## src/rtl/seg_scan_driver_if.sv

```systemverilog
`default_nettype none
// ============================================================================
// seg_scan_driver_if : glyph-word load port and 4-digit display drive lines
// Revision 1.0
// ============================================================================
interface seg_scan_driver_if;
   logic        load;
   logic [19:0] word_in;
   logic [3:0]  dp_in;
   logic [3:0]  blink_en;
   logic [3:0]  an;
   logic [6:0]  seg;
   logic        dp;
   logic        frame_done;

   modport master (
      output load, word_in, dp_in, blink_en,
      input  an, seg, dp, frame_done
   );

   modport slave (
      input  load, word_in, dp_in, blink_en,
      output an, seg, dp, frame_done
   );
endinterface
`default_nettype wire

```

## src/rtl/seg_scan_driver.sv

```systemverilog
`default_nettype none
// ============================================================================
// seg_scan_driver : latches 4 glyph codes and scans a common-anode 7-seg display
// Revision 1.0
// ============================================================================
module seg_scan_driver #(
   parameter int SCAN_DIV  = 50000,
   parameter int GUARD     = 16,
   parameter int BLINK_DIV = 128
) (
   input  wire logic        clk,
   input  wire logic        rst_n,
   seg_scan_driver_if.slave bus
);
   localparam int            CW        = (SCAN_DIV > 1) ? $clog2(SCAN_DIV) : 1;
   localparam int            FW        = (BLINK_DIV > 1) ? $clog2(BLINK_DIV) : 1;
   localparam logic [CW-1:0] CNT_LAST  = CW'(SCAN_DIV - 1);
   localparam logic [FW-1:0] FRM_LAST  = FW'(BLINK_DIV - 1);
   localparam logic [31:0]   GUARD_LEN = GUARD;

   function automatic logic [6:0] glyph(input logic [4:0] code);
      logic [6:0] pat;
      case (code)
         5'd0:    pat = 7'h3F;
         5'd1:    pat = 7'h06;
         5'd2:    pat = 7'h5B;
         5'd3:    pat = 7'h4F;
         5'd4:    pat = 7'h66;
         5'd5:    pat = 7'h6D;
         5'd6:    pat = 7'h7D;
         5'd7:    pat = 7'h07;
         5'd8:    pat = 7'h7F;
         5'd9:    pat = 7'h6F;
         5'd10:   pat = 7'h77;
         5'd11:   pat = 7'h7C;
         5'd12:   pat = 7'h39;
         5'd13:   pat = 7'h5E;
         5'd14:   pat = 7'h79;
         5'd15:   pat = 7'h71;
         5'd16:   pat = 7'h76;
         5'd17:   pat = 7'h1E;
         5'd18:   pat = 7'h38;
         5'd19:   pat = 7'h54;
         5'd20:   pat = 7'h73;
         5'd21:   pat = 7'h50;
         5'd22:   pat = 7'h78;
         5'd23:   pat = 7'h3E;
         5'd24:   pat = 7'h5C;
         5'd25:   pat = 7'h40;
         default: pat = 7'h00;
      endcase
      return pat;
   endfunction

   logic [CW-1:0]  cnt;
   logic [1:0]     idx;
   logic [FW-1:0]  frm;
   logic           phase_on;

   logic [19:0]    stage_word;
   logic [3:0]     stage_dp;
   logic [3:0]     stage_blink;
   logic           pending;

   logic [3:0][4:0] shadow_code;
   logic [3:0]     shadow_dp;
   logic [3:0]     shadow_blink;

   logic           slot_end;
   logic           frame_end;
   logic           in_guard;
   logic           blanked;
   logic [6:0]     lit;

   assign slot_end  = (cnt == CNT_LAST);
   assign frame_end = slot_end && (idx == 2'd0);
   assign in_guard  = (32'(cnt) < GUARD_LEN);
   assign lit       = glyph(shadow_code[idx]);
   assign blanked   = shadow_blink[idx] && !phase_on;

   // Outputs are registered from the current slot state, so they trail the counter by one cycle.
   always_ff @(posedge clk) begin
      if (!rst_n) begin
         cnt            <= '0;
         idx            <= 2'd3;
         frm            <= '0;
         phase_on       <= 1'b1;
         stage_word     <= '1;
         stage_dp       <= '0;
         stage_blink    <= '0;
         pending        <= 1'b0;
         shadow_code    <= '1;
         shadow_dp      <= '0;
         shadow_blink   <= '0;
         bus.an         <= 4'hF;
         bus.seg        <= 7'h7F;
         bus.dp         <= 1'b1;
         bus.frame_done <= 1'b0;
      end else begin
         cnt <= slot_end ? '0 : cnt + 1'b1;
         if (slot_end)
            idx <= idx - 2'd1;

         if (frame_end) begin
            if (frm == FRM_LAST) begin
               frm      <= '0;
               phase_on <= ~phase_on;
            end else begin
               frm <= frm + 1'b1;
            end
            if (pending) begin
               shadow_code  <= stage_word;
               shadow_dp    <= stage_dp;
               shadow_blink <= stage_blink;
            end
         end

         // A load on the boundary edge stays pending; the shadow takes the older staging value.
         if (bus.load) begin
            stage_word  <= bus.word_in;
            stage_dp    <= bus.dp_in;
            stage_blink <= bus.blink_en;
            pending     <= 1'b1;
         end else if (frame_end) begin
            pending <= 1'b0;
         end

         bus.an         <= in_guard ? 4'hF : ~(4'b0001 << idx);
         bus.seg        <= blanked ? 7'h7F : ~lit;
         bus.dp         <= blanked ? 1'b1 : ~shadow_dp[idx];
         bus.frame_done <= frame_end;
      end
   end
endmodule
`default_nettype wire
```

## src/flat_wrapper.sv

```systemverilog
// flat-port wrapper written by rule: the top's interface ports become plain ports
module seg_scan_driver_flat 
#(
   parameter int SCAN_DIV  = 50000,
   parameter int GUARD     = 16,
   parameter int BLINK_DIV = 128
)
  (clk, rst_n, bus_load, bus_word_in, bus_dp_in, bus_blink_en, bus_an, bus_seg, bus_dp, bus_frame_done);
  seg_scan_driver_if bus_i ();
  input  wire logic clk;
  input  wire logic rst_n;
  input wire logic [$bits(bus_i.load)-1:0] bus_load;
  input wire logic [$bits(bus_i.word_in)-1:0] bus_word_in;
  input wire logic [$bits(bus_i.dp_in)-1:0] bus_dp_in;
  input wire logic [$bits(bus_i.blink_en)-1:0] bus_blink_en;
  output wire logic [$bits(bus_i.an)-1:0] bus_an;
  output wire logic [$bits(bus_i.seg)-1:0] bus_seg;
  output wire logic [$bits(bus_i.dp)-1:0] bus_dp;
  output wire logic [$bits(bus_i.frame_done)-1:0] bus_frame_done;
  assign bus_i.load = bus_load;
  assign bus_i.word_in = bus_word_in;
  assign bus_i.dp_in = bus_dp_in;
  assign bus_i.blink_en = bus_blink_en;
  assign bus_an = bus_i.an;
  assign bus_seg = bus_i.seg;
  assign bus_dp = bus_i.dp;
  assign bus_frame_done = bus_i.frame_done;
  seg_scan_driver #(.SCAN_DIV(SCAN_DIV), .GUARD(GUARD), .BLINK_DIV(BLINK_DIV)) u_core (.clk(clk), .rst_n(rst_n), .bus(bus_i));
endmodule
```

## config.mk

```make
export PLATFORM = sky130hd
export DESIGN_NAME = seg_scan_driver_flat
export DESIGN_NICKNAME = d
export VERILOG_FILES = /design/src/rtl/seg_scan_driver_if.sv /design/src/rtl/seg_scan_driver.sv /design/src/flat_wrapper.sv
export SDC_FILE = /design/constraint.sdc
export NUM_CORES = 1
export LEC_CHECK = 0
export CORE_MARGIN = 2
export CORE_UTILIZATION = 50
export DETAILED_ROUTE_END_ITERATION = 8
export GPL_TIMING_DRIVEN = 0
export PLACE_DENSITY_LB_ADDON = 0.2
export SLEW_MARGIN = 30
export SYNTH_ARGS = -nofsm -noshare
export SYNTH_HDL_FRONTEND = slang
export SYNTH_SLANG_ARGS = --single-unit
```

## constraint.sdc

```tcl
create_clock -name clk -period 2.4 [get_ports clk]
set_clock_uncertainty 0.05 [all_clocks]
set_input_delay 0.48 -clock clk [delete_from_list [all_inputs] [get_ports clk]]
set_output_delay 0.48 -clock clk [all_outputs]
set_load 0.05 [all_outputs]
```

==> impl_results.md, run 1 <==
* Outcome: finished clean
* NetSw at 0.656 mW
* Top cells by area, synth: dfxtp_1 46%, nand2_1 9.2%, mux2i_1 7.9%
* Pwr Density at 588 nW/µm²
* Synthesized Nets at roughly 500
* Placed insts at 592
* Final hold slack at a little over 400 ps
* Ant. Diodes at 0
* Proportion of layout cells with a drive suffix above 1 at 11.4%
* Final setup violation count at 0
* Post-route minimum period at roughly 2300 ps
* Fraction of registers with async set/reset at 0%
* Detailed Place HPWL at 5920 µm
* Post-synthesis sequential area ratio at between 40% and 50%
* CP Capture Type: flop
* Fillers at 716
* Total track usage at 19.6%
* CP Data Required Time at 2540 ps
* Remaining DRCs at 0
* Most frequent cell after synthesis: nand2_1
* Avg Cell Area, Syn at 9.43 µm²
* Worst setup SP type: flop
* RePlAce Congestion at 0.856
* Vias/cell at 5.19
* Clk slew on worst S/H paths at 90 ps
* Iteration-0 DRC Markers at 130
* Max FO, Critical Path at 6
* Yosys reg bits at 96
* TritonRoute pass-1 iters at 4
* Fin area at 5080 µm²
* Core area at 8180 µm²
* Max-Cap Viols at 0
* DP Area at 4750 µm²
* Cell count after synthesis at 446
* Number of synthesized flops with an enable pin at 0
* Synth Flop Type: dfxtp_1
* Final Non-Filler Cells at 621
* Max Freq at between 0.4 and 0.5 GHz
* Area growth syn-to-layout at 20.7%
* Fin. Hold Viols at 0
* Sequential share of power at 55.2%
* Root Buffer: clkbuf_8
* TritonCTS clock tree: built
* # nets final at 555
* Slew headroom at between 40% and 50%
* Antenna violations before repair at 0
* Final wirelength at 8390 µm
* Total gr overflow at 0
* Synth area leader: dfxtp_1
* Die X at about 96 µm
* Sink Count at 96
* Clk network pwr share at 40.0%
* H-tree levels at 3
* Storage cell area at 1920 µm²
* Fin crit share at 95.6%
* CTS Buf Count at 9
* Internal Power at 2.33 mW
* Post-placement setup slack at -52.1 ps
* Worst-margin pin slew at 884 ps
* Die Span Y at roughly 96 µm
* Syn. warnings at 0
* Maximum vdd drop at 0.000311 V
* Full die area at 9160 µm²
* First-pass GRT wire length at 13900 µm
* Synth cell types at 49
* Antenna viol nets, final at 0
* Maximum clock insertion buffer count at 2
* FP Rows at 33
* P_leak at approximately 2.2 nW
* Number of global-route vias before repair at 2920
* Setup ws final at 105 ps
* Clk_lat worst skew at 360 ps
* Via count at between 3000 and 4000
* Yosys top cell area share at 45.7%
* Post-synth top cells: 103 x nand2_1, 96 x dfxtp_1, 33 x mux2i_1, 26 x nand3_1, 23 x nor2_1
* Post-Syn Area at 4210 µm²
* Area of the multi-input gates at 2120 µm²
* Ports at 44
* Port Buf Inserts at 41
* Sw Share at between 20% and 30%
* Max-slew violation count at 0
* Crit path DAT at 2430 ps
* Combinational power share at 4.8%
* Initial core utilization at 51.4%
* Critical path class: reg2reg
* Hold WC Path Type: reg2reg
* Routed len/inst at between 10 and 15 µm
* Final core occ at 62.1%
* Largest net degree at the start of global routing at 17
==> worst paths after layout <==
kind,from,endpoint,slack [ps],depth (start not counted)
worst max-delay path,u_core.idx[0],u_core.bus.seg[6],110,7
worst min-delay path,u_core.shadow_dp[0],u_core.shadow_dp[0],410,2
worst max register to register,u_core.idx[0],u_core.bus.seg[6],110,7
worst min register to register,u_core.shadow_dp[0],u_core.shadow_dp[0],410,2
==> final cells by class <==
class / instances / share of cell area [%]
Inverter: 8 / 0.641
Clock inverter: 6 / 1.80
Tap cell: 105 / 2.59
Timing Repair Buffer: 54 / 10.0
Multi-Input combinational cell: 316 / 41.8
Clock buffer: 10 / 2.71
Buffer: 26 / 2.54
Sequential cell: 96 / 37.9
==> power by group through the flow <==
stage | Clock [mW] | Combinational, mW | Sequential (mW)
floorplan | 0 | 0.0799 | 1.68
global placement | 0 | 0.142 | 1.68
detailed placement | 0 | 0.146 | 1.68
CTS | 1.21 | 0.147 | 1.65
global route | 1.29 | 0.160 | 1.65
finish | 1.19 | 0.144 | 1.65
==> state kept, by name (all words and copies together) (netlist names), 2 cells and up <==
register             flops
u_core.bus.an            4
u_core.bus.seg           7
u_core.cnt              16
u_core.frm               7
u_core.idx               2
u_core.shadow_blink      4
u_core.shadow_code      20
u_core.shadow_dp         4
u_core.stage_blink       4
u_core.stage_dp          4
u_core.stage_word       20
==> placed cells by master, fill, tap and decap left out, types with 2 or more instances in the layout <==
master	n
nor2_1	23
and3_1	4
o211ai_1	5
nand2_1	103
nand3_1	26
nor3_1	5
buf_2	10
ha_1	13
o21ai_0	4
a21boi_0	9
and4_1	3
or4_1	2
xnor2_1	7
clkbuf_8	10
buf_6	2
clkinvlp_4	2
nor4_1	2
mux2i_1	33
inv_1	7
dfxtp_1	95
clkdlybuf4s50_1	41
a21oi_1	4
mux4_2	7
and2_1	5
nand2b_1	3
nand4_1	7
clkbuf_1	13
nor2b_1	10
bufinv_16	2
buf_4	14
nand3_4	2
mux2_2	2
xor2_1	17
==> what timing repair did <==
item / in CTS / in global routing
setup endpoints to repair: 1 / 25
hold buffers: 0 / 0
resized for setup: 1 / 2
buffers inserted: 4 / 9
pin swaps: 0 / 1
==> cell families after synthesis <==
family / Yosys count / synth area share [%]
muxes: 44 / 13.1
adders and majority gates: 13 / 3.87
and+or+nand+nor: 200 / 22.6
DFF: 96 / 45.7
AOI/OAI and AO/OA: 35 / 5.98
xor gates and xnor gates: 24 / 5.00
buffers and inverters: 34 / 3.78
==> routing by layer <==
metal | GRT usage (%) | wire length (µm)
met4 | 7.50 | 91
met1 | 26.3 | 4090
met2 | 31.4 | 3860
met5 | 0 | 0
met3 | 3.68 | 344
==> critical path, cell delays in order (launching register included) <==
cell,delay (ps)
dfxtp_2,370
buf_6,150
mux4_2,610
inv_4,110
ha_1,270
mux2_2,280
o221ai_1,170
o211ai_1,130
==> per-stage QoR <==
step	power, mW	TNS, ps
2_1_floorplan	1.76	0
3_3_place_gp	1.83	-19.1
3_5_place_dp	1.83	-52.1
4_1_cts	3.01	0
5_1_grt	3.10	-4.31
6_report	2.98	0
Power figures use the tool's default switching activity.
==> run 2: changes to the inputs <==
--- a/config.mk
+++ b/config.mk
@@ -5,6 +5,7 @@
 export SDC_FILE = /design/constraint.sdc
 export NUM_CORES = 1
 export LEC_CHECK = 0
+export CORE_ASPECT_RATIO = 0.75
 export CORE_MARGIN = 2
 export CORE_UTILIZATION = 50
 export DETAILED_ROUTE_END_ITERATION = 8
==> impl_results.md, run 2 (synthesized netlist as in run 1, its figures left out) <==
* Final setup violation count at 0
* Clk slew on worst S/H paths at 90 ps
* Total gr overflow at 0
* Routed len/inst at 13.9 µm
* Hold WC Path Type: reg2reg
* Iteration-0 DRC Markers at 121
* Most frequent cells in the layout: 103 x nand2_1, 95 x dfxtp_1, 41 x clkdlybuf4s50_1
* Placed insts at approximately 590
* Pwr Density at 557 nW/µm²
* RSZ-0062 raised after global routing: false
* Core area at 8020 µm²
* Worst-margin pin slew at 861 ps
* Final wirelength at ~8600 µm
* Ant. Diodes at 0
* Max Freq at 0.435 GHz
* Max FO, Critical Path at 8
* Area growth syn-to-layout at 18.8%
* P_leak at 2.14 nW
* Vias/cell at 5.19
* Fin. Hold Viols at 0
* Most common cell after layout, fill and taps aside: nand2_1
* Detailed Place HPWL at 6210 µm
* Antenna violations before repair at 0
* Ports at 44
* Max-slew violation count at 0
* Initial core utilization at between 50 and 60%
* Remaining DRCs at 0
* CP Data Required Time at about 2600 ps
* Final hold slack at 416 ps
* TritonRoute pass-1 iters at 4
* First-pass GRT wire length at 14800 µm
* Max-Cap Viols at 0
* Setup_tns at 0 ps
* Die Span Y at 83.4 µm
* Root Buffer: clkbuf_8
* Maximum vdd drop at 0.000481 V
* Number of global-route vias before repair at 3098
* CP Capture Type: flop
* Proportion of layout cells with a drive suffix above 1 at 10.5%
* H-tree levels at 3
* Total track usage at 20.7%
* Antenna viol nets, final at 0
* FP Rows at 28
* Crit path DAT at about 2500 ps
* Sink Count at 96
* Final Non-Filler Cells at 617
* RePlAce Congestion at 0.837
* TritonCTS clock tree: built
* Critical path class: reg2reg
* Full die area at 9170 µm²
* Largest net degree at the start of global routing at 17
* Via count at 3201
* CTS Buf Count at 9
* Worst setup SP type: flop
* Cts hold-fix bufs at 0
* Post-route minimum period at 2300 ps
* # nets final at approximately 550
* Outcome: finished clean
* Die X at 110 µm
* Slew headroom at 42.1%
* Fin crit share at 95.8%
* Largest regs: u_core.shadow_code (20), u_core.stage_word (20), u_core.cnt (16)
* Port Buf Inserts at 41
* Maximum clock insertion buffer count at 2
* Pwr Total at between 2 and 3 mW
* Clk_lat worst skew at 370 ps
run 2: path summary, 6_finish.rpt:
kind                                          start                  end  slack [ps]  cells past startpoint
worst max-delay path                  u_core.idx[0]    u_core.bus.seg[6]         100                      7
worst min-delay path            u_core.shadow_dp[2]  u_core.shadow_dp[2]         420                      2
worst max register to register        u_core.idx[0]    u_core.bus.seg[6]         100                      7
worst min register to register  u_core.shadow_dp[2]  u_core.shadow_dp[2]         420                      2
run 2: critical path, stage by stage (launching register included):
cell and delay (ps):
dfxtp_2 360, buf_6 150, mux4_2 590, inv_2 130, ha_1 280, mux2_2 280, o221ai_1 180, o211ai_1 120
run 2: power breakdown:
group / leakage, nW / total [mW] / internal, mW / switching (mW)
registers: 0.781 / 1.65 / 1.63 / 0.0200
logic: 1.27 / 0.145 / 0.0819 / 0.0635
clock network: 0.0826 / 0.993 / 0.413 / 0.580
total: 2.14 / 2.78 / 2.12 / 0.664
run 2: timing repair:
item,CTS,global route
pin swaps,0,1
gates resized for setup,0,2
endpoints found under the hold margin,0,0
setup endpoints to repair,1,25
setup buffers,3,6
run 2: area by class of cell:
class,instances,area [µm²]
plain buffers,26,129
clock buffers,11,141
clock inverters,5,40.0
fillers,709,3030
inverters,8,30.0
multi-input cells,316,2120
flip-flops and latches,96,1920
well taps,105,131
repair buffers,50,478
run 2: per-stage QoR:
stage | area [µm²] | util (%) | setup slack, ps
floorplan | 4210 | - | 202
finish | 5000 | 62.3 | 101
CTS | 4950 | 61.7 | 5.04
global route | 5000 | 62.3 | 0.885
detailed placement | 4750 | 59.2 | -32.1
global placement | 4750 | 59.2 | -3.86
run 2: per-layer routing:
metal	up-vias	part of all wire [%]	wire, µm	GRT usage [%]
met5	-	0	0	0
met4	0	1.4	124	7.36
met3	8	4.8	412	5.26
met2	64	44	3770	29.4
met1	1489	50	4280	30.0
li1	1640	-	-	-
